--- config.mk ---
export PLATFORM = sky130hd
export DESIGN_NAME = pipe_scoreboard
export DESIGN_NICKNAME = d
export VERILOG_FILES = /design/src/rtl/pipe_scoreboard.sv
export SDC_FILE = /design/constraint.sdc
export NUM_CORES = 1
export LEC_CHECK = 0
export ABC_CLOCK_PERIOD_IN_PS = 6300
export BUFFER_PORTS_ARGS = -buffer_cell sky130_fd_sc_hd__clkbuf_2
export CORE_UTILIZATION = 35
export DETAILED_ROUTE_END_ITERATION = 8
export PLACE_DENSITY = 0.49
export SETUP_SLACK_MARGIN = 0.1
export SLEW_MARGIN = 30
export SYNTH_ARGS = -nofsm -noshare
export SYNTH_HDL_FRONTEND = slang
export SYNTH_SLANG_ARGS = --single-unit
--- constraint.sdc ---
create_clock -name clock -period 6.3 [get_ports clock]
set_input_delay 1.26 -clock clock [delete_from_list [all_inputs] [get_ports clock]]
set_output_delay 1.26 -clock clock [all_outputs]
set_load 0.02 [all_outputs]
--- src/rtl/pipe_scoreboard.sv ---
// Decode-stage interlock: per-register countdown of cycles until each in-flight
// result can be forwarded, plus occupancy of the single non-pipelined unit.
module pipe_scoreboard #(
    parameter int NREG = 32,
    parameter int RW   = 5,
    parameter int LATW = 4,
    parameter int PCW  = 32
) (
    input  logic            clock,
    input  logic            resetn,
    input  logic            id_valid,
    input  logic [RW-1:0]   id_rs,
    input  logic [RW-1:0]   id_rt,
    input  logic            id_use_rs,
    input  logic            id_use_rt,
    input  logic            id_wreg,
    input  logic [RW-1:0]   id_rn,
    input  logic [LATW-1:0] id_lat,
    input  logic            id_unpipe,
    input  logic            flush,
    output logic            stall,
    output logic            rs_ready,
    output logic            rt_ready,
    output logic [NREG-1:0] busy_vec,
    output logic            unit_busy,
    output logic [PCW-1:0]  stall_cnt
);

    logic [LATW-1:0] cnt [NREG];
    logic [LATW-1:0] unit_cnt;
    logic [LATW-1:0] cnt_rs, cnt_rt, cnt_rn;
    logic            raw, waw, struc, issue;

    // cnt[0] is held at zero by the update loop, so a plain index read is safe.
    always_comb begin
        cnt_rs = cnt[id_rs];
        cnt_rt = cnt[id_rt];
        cnt_rn = cnt[id_rn];
    end

    assign raw   = (id_use_rs && cnt_rs != '0) || (id_use_rt && cnt_rt != '0);
    // A younger writer must not finish before an older one to the same register.
    assign waw   = id_wreg && id_rn != '0 && cnt_rn > id_lat;
    assign struc = id_unpipe && unit_cnt != '0;
    assign stall = id_valid && !flush && (raw || waw || struc);
    assign issue = id_valid && !flush && !stall;

    assign rs_ready  = (cnt_rs == '0);
    assign rt_ready  = (cnt_rt == '0);
    assign unit_busy = (unit_cnt != '0);

    always_comb begin
        busy_vec = '0;
        for (int r = 0; r < NREG; r++) begin
            busy_vec[r] = (cnt[r] != '0);
        end
    end

    always_ff @(posedge clock or negedge resetn) begin
        if (!resetn) begin
            for (int r = 0; r < NREG; r++) begin
                cnt[r] <= '0;
            end
        end else begin
            for (int r = 0; r < NREG; r++) begin
                if (r == 0) begin
                    cnt[r] <= '0;
                end else if (issue && id_wreg && id_rn == RW'(r)) begin
                    cnt[r] <= id_lat;
                end else if (cnt[r] != '0) begin
                    cnt[r] <= cnt[r] - LATW'(1);
                end
            end
        end
    end

    always_ff @(posedge clock or negedge resetn) begin
        if (!resetn) begin
            unit_cnt <= '0;
        end else if (issue && id_unpipe) begin
            unit_cnt <= id_lat;
        end else if (unit_cnt != '0) begin
            unit_cnt <= unit_cnt - LATW'(1);
        end
    end

    always_ff @(posedge clock or negedge resetn) begin
        if (!resetn) begin
            stall_cnt <= '0;
        end else if (stall && stall_cnt != '1) begin
            stall_cnt <= stall_cnt + PCW'(1);
        end
    end

endmodule

==> impl_metrics.toml, run 1 <==
[drt]
route.detailed.drc = 0
num_vias = 9707
top_layer = "met4"
drtAntennaViolNets = 0
routed_wl_um = 38200
met2_length_um = 17300
met3WireLength_um = 2600
wire_per_inst_um = 22.1
wl_met1_um = 17100
drt_iter0_drc = 793
vias_per_cell = 5.62
dr.pass1.iters = 7

[layout]
areaGrowthSynthToFinish_pct = 13.0
fin_cells = 1727
antenna_cells = 0
nFillCells = 3288
utilization_pct = 40.6
layout_common_cells = "160 x dfrtp_1, 120 x nand2_1, 107 x mux2i_1"
drive_gt1_share_pct = 18.3
final_common_cell = "dfrtp_1"
nNetsFinal = 1368
postLayoutCellArea_um2 = 13300

[sta]
setup_slack_ns = 0.503
setup_tns_ns = 0
period_share_pct = 92.0
fmax_mhz = 173
finClkSkew_ns = 0.0125
slew_headroom_pct = 34.9
slew_viol_final = 0
setup_viol = 0
hold_viol_final = 0
layout_min_cycle_time_ns = 5.80
worstMarginPinSlew_ns = 0.974
grt_setup_unrepaired = "no"

[yosys]
syn_area_um2 = 11800
syn-num-nets = 1284
synth_top_family_by_area = "simple AND/OR/NAND/NOR gates"
synthXorXnorAreaFrac_pct = 7.05
synth-async-reset-ratio_pct = 100
yosysWarningCount = 0
synthMuxAreaShare_pct = 19.6
ys_seq_elements = 160
synth-compound-area-share_pct = 7.69
synth_top_flop_cell = "dfrtp_1"
synth_fa_ha_area_share_pct = 7.31
synth_top_area_share_pct = 33.9
yosysTopAreaCell = "dfrtp_1"
synth_simple_gate_area_share_pct = 19.7
synth_edf_count = 0
ys_top_cells_by_area = "dfrtp_1 34%, mux2i_1 9.1%, ha_1 7.3%, mux4_2 7.1%, xnor2_1 4.7%"
syn_inst = 1188
synth_cell_type_count = 70
synth.avg_cell_area_um2 = 9.93
yosysSeqAreaShare_pct = 33.9

[setup_path]
critPathMaxFanout = 20
critical_path_class = "in2out"
path_buf_inv = 3
start_kind = "input port"
crit_top_cell = "a21oi_1"
slowest_stage = "mux4_2"
path_cells = "clkbuf_2, buf_4, mux4_2, mux4_2, nor2_1, a21oi_1, ha_1, nand4_1, nand2_1, a31o_2, a21oi_1, a21oi_1, a31oi_2, clkbuf_2"
max_stage_delay_ns = 0.48
critPathTopFamily = "buffers and inverters"
cp.arrival_ns = 4.54
cp-end-kind = "output port"
worstPathRequired_ns = 5.04

[placement]
gp_congestion = 1.01
io_buffers = 93
dpl.cell_count = 1695
dpl-instance-area_um2 = 12800
dp_hpwl_um = 28200
dp_slack_ns = 0.505

[cts]
cts_tree = "yes"
cts_max_path_buffers = 2
root_buffer = "clkbuf_16"
post_cts_resized = 0
postCtsSetupBuffers = 0
clock-sinks = 160
hold_buffers = 0
htree_levels = 4
worst_skew_pair.late_latency_ns = 0.46
numCtsBuffers = 17
cts.clk_slew.worst_paths_ns = 0.07

[floorplan]
start_util_pct = 35.9
die_x_um = 186
die_area_um2 = 34500
rows = 66
die_h_um = 186
design.core.area_um2 = 32900
ioPinCount = 95

[grt]
grt_max_degree = 86
grt_pass1_wl_um = 59500
grt_antenna_before_repair = 0
track_usage_pct = 23.2
grt_pass1_vias = 9601
overflow = 0

[power]
leakagePower_uw = 0.00599
irDropWorstVdd_v = 0.000248
cellPowerDensity_nw_per_um2 = 465

[run]
cap_violations = 0

[min_path]
hp-class = "reg2reg"

[outcome]
status = "finished clean"
final cells by class:
type | instances | area [um2] | share of cell area, %
clock inverter | 13 | 128 | 0.957
inverter | 81 | 304 | 2.28
tap | 442 | 553 | 4.15
timing repair buffer | 115 | 649 | 4.87
clock buffer | 19 | 453 | 3.40
multi-input combinational | 897 | 7240 | 54.3
sequential | 160 | 4000 | 30.0
cells in the mapped netlist, drive strengths merged, types with 4 or more instances:
master / instances
o211ai: 6
nor4: 19
ha: 69
xnor2: 63
and2: 4
a31oi: 6
clkbuf: 22
mux4: 37
a221oi: 6
nor3: 75
nand2: 120
or3: 31
inv: 80
nand4: 26
nor2: 68
a211oi: 6
mux2: 35
nor2b: 7
buf: 28
and4: 4
xor2: 32
nand3: 22
o22ai: 6
dfrtp: 160
mux2i: 107
and3: 20
a21oi: 37
o21ai: 51
per-layer routing:
metal  vias to the layer above  track usage [%]
met5                         -                0
met4                         0             9.02
met3                        75             5.09
met2                       357             36.1
met1                      4841             31.4
li1                       4434                -
worst reg2reg max path, delay by kind of cell (launching register included):
family	cells	cell delay, ns
multiplexers	3	1.32
AND/OR/NAND/NOR	3	0.85
AO/OA/AOI/OAI	5	0.76
buffers and inverters	2	0.52
flip-flops	1	0.46
adder cells (fa/ha/maj)	1	0.29
metrics by stage:
step | hold WS (ns) | total power, uW
6_report | 0.492 | 6200
5_1_grt | 0.511 | 6710
4_1_cts | 0.499 | 6200
3_5_place_dp | 0.490 | 5120
3_3_place_gp | 0.480 | 5100
2_1_floorplan | 0.487 | 4180
cell families (layout without fill, tap and decap cells):
logic type	Yosys count	count (layout)
AO/OA/AOI/OAI	141	141
buffers and inverters	131	228
multiplexers	179	179
flip-flops	160	160
adder cells (fa/ha/maj)	69	69
AND/OR/NAND/NOR	412	412
other	1	1
XOR/XNOR	95	95
where the power goes:
group	switching, uW	internal, uW	leakage [uW]
logic	1540	1330	0.00375
registers	793	1490	0.00196
clock network	480	571	0.000277
total	2810	3390	0.00599
path summary, 6_finish.rpt:
kind | startpoint | end | slack (ns) | cells after the start
worst max-delay path | id_rn[1] | stall | 0.50 | 14
worst min-delay path | stall_cnt[23]$_DFFE_PN0P_ | stall_cnt[23]$_DFFE_PN0P_ | 0.49 | 1
worst max register to register | cnt[81]$_DFFE_PN0P_ | cnt[12]$_DFFE_PN0P_ | 1.98 | 14
max in group asynchronous | resetn | stall_cnt[17]$_DFFE_PN0P_ | 4.13 | 2
min in group asynchronous | resetn | cnt[102]$_DFFE_PN0P_ | 0.84 | 1
worst min register to register | stall_cnt[23]$_DFFE_PN0P_ | stall_cnt[23]$_DFFE_PN0P_ | 0.49 | 1
state kept, by name, summed over array words and instances (netlist names):
register and cells:
stall_cnt 32, unit_cnt 4, cnt 124
Power figures use the tool's default switching activity.
==> run 2: changes to the inputs <==
--- a/config.mk
+++ b/config.mk
@@ -7,10 +7,13 @@
 export LEC_CHECK = 0
 export ABC_CLOCK_PERIOD_IN_PS = 6300
 export BUFFER_PORTS_ARGS = -buffer_cell sky130_fd_sc_hd__clkbuf_2
+export CELL_PAD_IN_SITES_DETAIL_PLACEMENT = 1
+export CELL_PAD_IN_SITES_GLOBAL_PLACEMENT = 2
 export CORE_UTILIZATION = 35
 export DETAILED_ROUTE_END_ITERATION = 8
-export PLACE_DENSITY = 0.49
+export PLACE_DENSITY_LB_ADDON = 0.1
 export SETUP_SLACK_MARGIN = 0.1
+export SKIP_LAST_GASP = 1
 export SLEW_MARGIN = 30
 export SYNTH_ARGS = -nofsm -noshare
 export SYNTH_HDL_FRONTEND = slang
==> run 2 against run 1 <==
Combinational power grew 2%. Flip-flop and latch count is the same. Clock skew grew 0.0023 ns. Critical path type unchanged. Largest power group unchanged. Highest routed layer unchanged.
==> impl_metrics.toml, run 2 (synthesis gave the netlist of run 1 again) <==
[outcome]
status = "finished clean"

[grt]
grt_max_degree = 161
overflow = 0
track_usage_pct = 24.3
grt_pass1_wl_um = 62500
grt_antenna_before_repair = 0
grt_pass1_vias = 10135

[cts]
worst_skew_pair.late_latency_ns = 0.46
cts.clk_slew.worst_paths_ns = 0.07
root_buffer = "clkbuf_16"
cts_tree = "yes"
postCtsSetupBuffers = 0
htree_levels = 4
post_cts_resized = 0
clock-sinks = 160
numCtsBuffers = 17
cts_max_path_buffers = 2
hold_buffers = 0

[placement]
dpl.cell_count = 1690
gp_congestion = 0.893
dp_hpwl_um = 28800
io_buffers = 93

[setup_path]
start_kind = "input port"
r2r-end = "cnt[48]$_DFFE_PN0P_"
critPathTopFamily = "multiplexers"
r2r_cells = 13
path_cells = "clkbuf_2, buf_12, mux4_2, mux4_2, nor2_1, a21oi_1, ha_1, nand4_1, nand2_1, a31o_2, a21oi_1, a21oi_1, a31oi_2, clkbuf_2"
reg2reg_slack_ns = 1.99
cp.arrival_ns = 4.49
slowest_stage = "mux4_2"
r2r_start = "cnt[101]$_DFFE_PN0P_"
worstPathRequired_ns = 5.04
max_stage_delay_ns = 0.51
crit_top_cell = "a21oi_1"
cp-end-kind = "output port"
critical_path_class = "in2out"
cp-startpoint = "id_rn[1]"
critPathMaxFanout = 20
path_buf_inv = 3

[sta]
setup_tns_ns = 0
finClkSkew_ns = 0.0148
slew_headroom_pct = 43.8
hold_viol_final = 0
period_share_pct = 91.3
fmax_mhz = 174
slew_viol_final = 0
worstMarginPinSlew_ns = 0.841
setup_viol = 0
layout_min_cycle_time_ns = 5.75
grt_setup_unrepaired = "no"

[floorplan]
rows = 66
design.core.area_um2 = 32900
die_area_um2 = 34500
die_x_um = 186
ioPinCount = 95
start_util_pct = 35.9
die_h_um = 186

[drt]
dr.pass1.iters = 5
route.detailed.drc = 0
drt_iter0_drc = 661
wire_per_inst_um = 22.9
drtAntennaViolNets = 0
vias_per_cell = 5.62
num_vias = 9690
routed_wl_um = 39500

[layout]
utilization_pct = 40.7
nNetsFinal = 1365
fin_cells = 1724
areaGrowthSynthToFinish_pct = 13.3
nFillCells = 3766
regMostFlops = "cnt"
antenna_cells = 0
largest_reg_flops = 124
final_common_cell = "dfrtp_1"
layout_common_cells = "160 x dfrtp_1, 120 x nand2_1, 107 x mux2i_1"
top_regs = "cnt (124), stall_cnt (32), unit_cnt (4)"
drive_gt1_share_pct = 18.1

[power]
cellPowerDensity_nw_per_um2 = 469
total_power_uw = 6270
leakagePower_uw = 0.00601
irDropWorstVdd_v = 0.000211

[min_path]
holdPathEnd = "stall_cnt[13]$_DFFE_PN0P_"
whs_path_depth = 1
hp-class = "reg2reg"
min_from = "stall_cnt[13]$_DFFE_PN0P_"

[run]
cap_violations = 0
==> run 2: per-stage QoR <==
stage	setup WS, ns	hold WS, ns	area (um2)
3_3_place_gp	0.563	0.476	12700
5_1_grt	0.372	0.514	13400
3_5_place_dp	0.515	0.486	12700
6_report	0.546	0.492	13400
2_1_floorplan	0.349	0.487	11800
4_1_cts	0.521	0.500	13300
==> run 2: worst max path at each step <==
stage | to | cells after the start
detailed placement | stall | 14
finish | stall | 14
floorplan | stall | 15
global route | stall | 14
CTS | stall | 14
global placement | stall | 14
==> run 2: final cells by class <==
| cell class | instances | area, um2 | share of cell area (%) |
|---|---|---|---|
| Clock buffer | 17 | 425 | 3.18 |
| Clock inverter | 15 | 174 | 1.30 |
| Inverter | 81 | 304 | 2.27 |
| Multi-Input combinational cell | 897 | 7240 | 54.1 |
| Sequential cell | 160 | 4000 | 29.9 |
| Tap cell | 442 | 553 | 4.13 |
| Timing Repair Buffer | 112 | 676 | 5.05 |
==> run 2: where the power goes <==
part / switching (uW) / internal [uW] / leakage (uW)
Sequential: 753 / 1490 / 0.00196
Combinational: 1590 / 1340 / 0.00376
Clock: 504 / 597 / 0.000292
Total: 2850 / 3430 / 0.00601
==> run 2: layer usage <==
metal / part of all wire, % / wire (um) / up-vias / global-route usage, %
li1: - / - / 4426 / -
met1: 49 / 19400 / 4976 / 35.2
met2: 44 / 17300 / 240 / 36.1
met3: 4.7 / 1860 / 48 / 4.68
met4: 2.1 / 847 / 0 / 8.13
met5: 0 / 0 / - / 0
